[src/rtl/botao_debounce.sv]
// rtl/botao_debounce.sv - pushbutton synchronizer, debouncer and press event generator
//
// Ports:
//   clock         system clock, all logic on the rising edge
//   reset         synchronous, active-low
//   botao_in      raw active-low pushbutton, asynchronous and bouncing
//   botao_out     debounced active-low level
//   press_pulse   one-cycle strobe per accepted press
//   release_pulse one-cycle strobe per accepted release
//   long_pulse    one-cycle strobe once a press is held LONG_CYCLES
//   press_count   accepted presses, wraps 255 -> 0
//
// Optional feature: define BOTAO_LONG_PRESS_EN to build the long-press hold
// counter; otherwise long_pulse is tied to 0.

module botao_debounce #(
    parameter int DEBOUNCE_CYCLES = 500000,
    parameter int LONG_CYCLES     = 100000000
) (
    input  logic       clock,
    input  logic       reset,
    input  logic       botao_in,
    output logic       botao_out,
    output logic       press_pulse,
    output logic       release_pulse,
    output logic       long_pulse,
    output logic [7:0] press_count
);

    if (DEBOUNCE_CYCLES < 2 || DEBOUNCE_CYCLES > 24'hFFFFFF ||
        LONG_CYCLES < 2 || LONG_CYCLES > 28'hFFFFFFF) begin : g_bad_params
        $error("botao_debounce: parameter out of range");
    end

    localparam logic [23:0] DB_LAST = 24'(DEBOUNCE_CYCLES - 1);

    typedef enum logic [1:0] {
        IDLE,
        PRESS_WAIT,
        PRESSED,
        RELEASE_WAIT
    } state_t;

    state_t      state;
    state_t      state_nxt;
    logic        sync1;
    logic        s;
    logic [23:0] db_cnt;
    logic [23:0] db_cnt_nxt;
    logic        out_nxt;
    logic        press_nxt;
    logic        release_nxt;
    logic [7:0]  count_nxt;

    // Two-flop synchronizer; idles at 1 (released) so reset never looks like a press.
    always_ff @(posedge clock) begin
        if (!reset) begin
            sync1 <= 1'b1;
            s     <= 1'b1;
        end else begin
            sync1 <= botao_in;
            s     <= sync1;
        end
    end

    always_ff @(posedge clock) begin
        if (!reset) begin
            state         <= IDLE;
            db_cnt        <= 24'd0;
            botao_out     <= 1'b1;
            press_pulse   <= 1'b0;
            release_pulse <= 1'b0;
            press_count   <= 8'd0;
        end else begin
            state         <= state_nxt;
            db_cnt        <= db_cnt_nxt;
            botao_out     <= out_nxt;
            press_pulse   <= press_nxt;
            release_pulse <= release_nxt;
            press_count   <= count_nxt;
        end
    end

    // The sample that moves IDLE/PRESSED into a wait state is not counted;
    // acceptance happens on the DEBOUNCE_CYCLES-th stable sample inside the
    // wait state, which gives the edge k+DEBOUNCE_CYCLES+2 latency.
    always_comb begin
        state_nxt   = state;
        db_cnt_nxt  = db_cnt;
        out_nxt     = botao_out;
        press_nxt   = 1'b0;
        release_nxt = 1'b0;
        count_nxt   = press_count;
        case (state)
            IDLE: begin
                if (!s) begin
                    state_nxt  = PRESS_WAIT;
                    db_cnt_nxt = 24'd0;
                end
            end
            PRESS_WAIT: begin
                if (s) begin
                    state_nxt = IDLE;
                end else if (db_cnt == DB_LAST) begin
                    state_nxt  = PRESSED;
                    db_cnt_nxt = 24'd0;
                    out_nxt    = 1'b0;
                    press_nxt  = 1'b1;
                    count_nxt  = press_count + 8'd1;
                end else begin
                    db_cnt_nxt = db_cnt + 24'd1;
                end
            end
            PRESSED: begin
                if (s) begin
                    state_nxt  = RELEASE_WAIT;
                    db_cnt_nxt = 24'd0;
                end
            end
            RELEASE_WAIT: begin
                if (!s) begin
                    state_nxt = PRESSED;
                end else if (db_cnt == DB_LAST) begin
                    state_nxt   = IDLE;
                    db_cnt_nxt  = 24'd0;
                    out_nxt     = 1'b1;
                    release_nxt = 1'b1;
                end else begin
                    db_cnt_nxt = db_cnt + 24'd1;
                end
            end
            default: begin
                state_nxt  = IDLE;
                db_cnt_nxt = 24'd0;
            end
        endcase
    end

`ifdef BOTAO_LONG_PRESS_EN
    localparam logic [27:0] HOLD_LAST = 28'(LONG_CYCLES - 1);
    localparam logic [27:0] HOLD_MAX  = 28'(LONG_CYCLES);

    logic [27:0] hold_cnt;

    // Counts only while PRESSED and freezes in RELEASE_WAIT, so a bounce that
    // falls back to PRESSED resumes the same hold. It saturates at
    // LONG_CYCLES, which limits long_pulse to once per press. long_pulse only
    // fires from PRESSED, so it can never coincide with the other strobes.
    always_ff @(posedge clock) begin
        if (!reset) begin
            hold_cnt   <= 28'd0;
            long_pulse <= 1'b0;
        end else begin
            long_pulse <= 1'b0;
            if (state == IDLE || state == PRESS_WAIT) begin
                hold_cnt <= 28'd0;
            end else if (state == PRESSED && hold_cnt != HOLD_MAX) begin
                hold_cnt <= hold_cnt + 28'd1;
                if (hold_cnt == HOLD_LAST) begin
                    long_pulse <= 1'b1;
                end
            end
        end
    end
`else
    assign long_pulse = 1'b0;
`endif

endmodule

[config.mk]
export PLATFORM = sky130hd
export DESIGN_NAME = botao_debounce
export DESIGN_NICKNAME = d
export VERILOG_FILES = /design/src/rtl/botao_debounce.sv
export SDC_FILE = /design/constraint.sdc
export NUM_CORES = 1
export LEC_CHECK = 0
export CAP_MARGIN = 15
export CORE_MARGIN = 10
export CORE_UTILIZATION = 47
export CTS_CLUSTER_DIAMETER = 100
export DETAILED_ROUTE_END_ITERATION = 10
export PLACE_DENSITY = 0.71
export SLEW_MARGIN = 10
export SYNTH_ARGS = -nofsm -noshare
export SYNTH_HDL_FRONTEND = slang
export SYNTH_SLANG_ARGS = --single-unit
[constraint.sdc]
create_clock -name clock -period 5.53 [get_ports clock]
set_clock_uncertainty 0.1 [all_clocks]
set_input_delay 1.106 -clock clock [delete_from_list [all_inputs] [get_ports clock]]
set_output_delay 1.106 -clock clock [all_outputs]
set_load 0.01 [all_outputs]
After elaboration in Yosys (flattened, before gate mapping)
Cells that the tools add are included.
{ "classes": {"muxes": 19, "bitwise": 3, "n_addsub": 2, "reduce_logical": 8, "eq_ne": 12} }
{ "ops": {"columns": ["cell", "n"], "rows": [
  ["two-way mux 24 bit", 5],
  ["case mux 24 bit (4 select lines)", 1],
  ["adder 24 x 1 -> 24 bit (second input constant)", 1],
  ["== test 24 x 19 -> 1 bit (second input constant)", 1],
  ["two-way mux 2 bit", 6],
  ["!= test 2 bit (second input constant)", 6],
  ["adder 8 x 1 -> 8 bit (second input constant)", 1],
  ["case mux 2 bit (4 select lines)", 1],
  ["AND reduction 4 bit", 2],
  ["!= test 3 bit (second input constant)", 2],
  ["AND reduction 3 bit", 2],
  ["two-way mux 1 bit", 5],
  ["AND reduction 5 bit", 1],
  ["== test 2 bit (second input constant)", 2],
  ["inverter 1 bit", 3],
  ["OR reduction 3 bit", 1],
  ["== test 2 x 1 -> 1 bit (second input constant)", 1],
  ["zero test 2 bit", 1],
  ["case mux 1 bit (2 select lines)", 1],
  ["nonzero test 2 bit", 1]
]} }
{ "totals": {"word_cells": 52, "input_bits": 3, "out_inout_bits": 12, "register_bits": 39} }

Longest topological paths before layout
{ "depth": {"ltp_word": 4, "depth_mapped": 7, "mapped_depth_nobuf": 6} }

Worst setup path after synthesis
Ideal clock, no wire load.
{ "synth_path": {"kind": "flip-flop to flip-flop", "start": "reg db_cnt[0]", "end": "reg press_count[4]", "required_time_ns": 5.358, "arrival_ns": 1.730, "setup_ns": 0.072, "stages_incl_launch_ff": 7, "setup_slack_ns": 3.627, "cell_sequence": "dfxtp_1 > ha_1 > nor4bb_1 > and3_1 > nand4_2 > or4_1 > a21oi_1"} }
{ "synth_between": {"elab_chain_cells": 2} }
{ "synth_rtl": {"columns": ["element", "line_no", "text"], "rows": [
  ["from (decl)", "48", "logic [23:0] db_cnt;"],
  ["from (signal assigned)", "76", "db_cnt <= db_cnt_nxt;"],
  ["== test 24 x 19 -> 1 bit", "104", "end else if (db_cnt == DB_LAST) begin"],
  ["AND reduction 3 bit (no line)", null, null],
  ["to (signal assigned)", "80", "press_count <= count_nxt;"],
  ["to (decl)", "27", "output logic [7:0] press_count"]
]} }
Every way passes these cells.
A chain may end at the register's enable or synchronous reset.

Worst setup path after layout
{ "layout_path": {"start": "reg press_count[0]", "end": "out press_count[0]"} }
No word-level cell between the ends.

==> metrics.md <==
| Metric | Value |
|---|---|
| Critical path data required time | ~4.3 ns |
| Vias | roughly 1400 |
| CP max stage cell | clkdlybuf4s50_1 |
| Share of cells above drive strength 1 | 0.08333 |
| Max-Cap Viols | 0 |
| Critical path buffers and inverters | 1 |
| Latest clock arrival within the worst-skew pair | slightly below 0.3 ns |
| Element type at the critical path end | output port |
| Mean Syn Cell Area | 9.020 µm² |
| Die area | approximately 6700 µm² |
| Hold Path Class | flip-flop to flip-flop |
| WL per Instance | between 10 and 15 µm |
| Most frequent cells in the layout | dfxtp_1, nor2_1, xnor2_1 |
| Post-route setup TNS | 0 ns |
| Largest area contributor in the synthesized netlist | dfxtp_1 |
| Grt total ovfl | 0 |
| Initial antenna violation count | 0 |
| Max incr delay on CP | approximately 0.58 ns |
| Status | finished clean |
| Hold_sp | sync1 |
| Post-route ant nets | 0 |
| Worst slew pin tran | just over 1 ns |
| Hold Path Stages | 1 |
| RSZ-0062 raised after global routing | false |
| GRT Total Usage | 0.1032 |
| Number of flops mapped to enable cells by yosys | 0 |
| Slew Viols, Final | 0 |
| Vias per cell | roughly 5.4 |
| WL final | around 3300 µm |
| Gpl congestion | ~0.73 |
| Syn nets | 206 |
| Final WS setup | approximately 3.0 ns |
| DRC | 0 |
| Largest net degree at the start of global routing | 25 |
| Clock Tree Buf Depth | 2 |
| Setup violators final | 0 |
| Crit path DAT | 1.31 ns |
| Die width | a little over 80 µm |
| Hold Path Sink | s |
| P_leak | 0.7020 nW |
| Slew HR | 0.3216 |
| Crit-path cells | clkdlybuf4s50_1 |
| CTS buffer count | 5 |
| CP max FO | 6 |
| Crit path kind | flip-flop to output port |
| Reg2reg end | db_cnt[23] |
| R2R depth | 6 |
| Tmin final | roughly 2.5 ns |
| Post-CTS Setup Repair Bufs | 0 |
| First-pass GRT wire length | between 5000 and 6000 µm |
| Clock sink total | 39 |
| Clk root buf | clkbuf_8 |
| Crit share post-route | 0.4552 |
| R2r setup slk | about 3.0 ns |
| Vias in the first global route | between 1000 and 1500 |
| Worst-path clk slew | ~0.070 ns |
| CP delay by family, top | buffers and inverters |
| IO Port Bufs | 13 |
| Async SR Flop Fraction | 0 |
| Register area share after synthesis | 0.4306 |
| DP HPWL | between 2000 and 2500 µm |
| Die Ht | 82.11 µm |
| Number of synthesized register bits | 39 |
| Max frequency | roughly 0.4 GHz |
| Row count | 22 |
| Pwr dens | 244.0 nW/µm² |
| Diode count | 0 |
| Final net count | 220 |
| Worst setup SP type | flip-flop |
| Fillers | approximately 350 |
| H-tree Lvls | 2 |
| Pre-CTS setup slack | between 2 and 3 ns |
| Initial Util | 0.4915 |
| Worst r2r src | db_cnt[0] |
| Final hold violations | 0 |
| Util after Layout | 0.5590 |
| Post-CTS Resized | 0 |
| Placed cell area | just under 2000 µm² |
| Synth top area share | 0.4306 |
| Commonest non-fill, non-tap cell in the layout | dfxtp_1 |
| Ys flop type | dfxtp_1 |
| CTS tree | yes |
| I/O pins | 15 |
| Area grow syn2layout | 13.73% |
| Cell variety after synth | 37 |
| Initial drt markers | a little under 90 |
| Synth top area cells | dfxtp_1, xnor2_1, nor2_1, a21oi_1, nor3_1 |
| Worst vdd ir | between 0.0001 and 0.00015 V |
| Final Cell Area | between 2000 and 2500 µm² |
| Cells after Synth | roughly 200 |
| Drt pass-1 iters | 4 |
| Synth warn | 0 |
| Core ar. | roughly 3700 µm² |
| Hold_buf cts | 0 |
| Synthesized area | ~1800 µm² |
## cells in the mapped netlist, drive strengths merged, types with 8 or more instances
cell type / count
dfxtp: 39
nor2: 33
xnor2: 19
nand2: 9
nand3: 9
o21ai: 9
a21oi: 8
inv: 8
nand4: 8
nor3: 8
nor4: 8
## state kept, by name (all words and copies together), names as in the netlist, named ones only
signal         cells
db_cnt            24
press_count        8
botao_out          1
press_pulse        1
release_pulse      1
s                  1
state              1
sync1              1
## stage by stage
step / hold slack [ns] / cells / power [mW]
floorplan: 0.2863 / 201 / 0.2984
global placement: 0.2982 / 256 / 0.3014
detailed placement: 0.2972 / 256 / 0.3016
CTS: 0.3183 / 264 / 0.5084
global route: 0.3295 / 264 / 0.5226
finish: 0.3140 / 264 / 0.5032
## cell families (layout without fill, tap and decap cells)
logic type                 count (synthesis)  after routing  synth area share
muxes                                      3              3           0.01656
and+or+nand+nor                           96             96            0.3043
buffers and inverters                     15             30           0.04140
adders and majority gates                  2              2           0.01380
xor gates and xnor gates                  23             23            0.1215
DFF                                       39             39            0.4306
other                                      1              1          0.002068
AOI/OAI and AO/OA                         22             22           0.06970
## where the power goes
group | internal, mW | switching, mW | leakage, nW
registers | 0.282 | 0.00159 | 0.315
clock network | 0.114 | 0.0945 | 0.0515
logic | 0.00371 | 0.00763 | 0.336
total | 0.400 | 0.104 | 0.702
## how the worst max path moves through the flow
| stage | slack, ns | start | endpoint | cells after the start |
|---|---|---|---|---|
| finish | 3.01 | press_count[0] | press_count[0] | 1 |
| global route | 2.73 | db_cnt[0] | db_cnt[8] | 6 |
| global placement | 3.03 | reset | state[0] | 3 |
| floorplan | 3.63 | db_cnt[0] | press_count[4] | 6 |
| detailed placement | 2.99 | reset | db_cnt[23] | 3 |
| CTS | 2.98 | press_count[0] | press_count[0] | 1 |
## per-layer routing
metal  up-vias  GRT usage  share of wire
met5         -          0              0
met4         0    0.03571          0.012
met3         7    0.04104          0.062
met2        22     0.1630           0.46
met1       662     0.1252           0.47
li1        724          -              -
## layout make-up
| class | count | area, µm² | share of cell area |
|---|---|---|---|
| tap | 48 | 60.06 | 0.02913 |
| clock buffer | 8 | 100.1 | 0.04854 |
| timing repair buffer | 13 | 130.1 | 0.06311 |
| inverter | 9 | 33.78 | 0.01638 |
| multi-input combinational | 147 | 957.2 | 0.4642 |
| sequential | 39 | 780.7 | 0.3786 |
(Power assumes the default switching activity.)
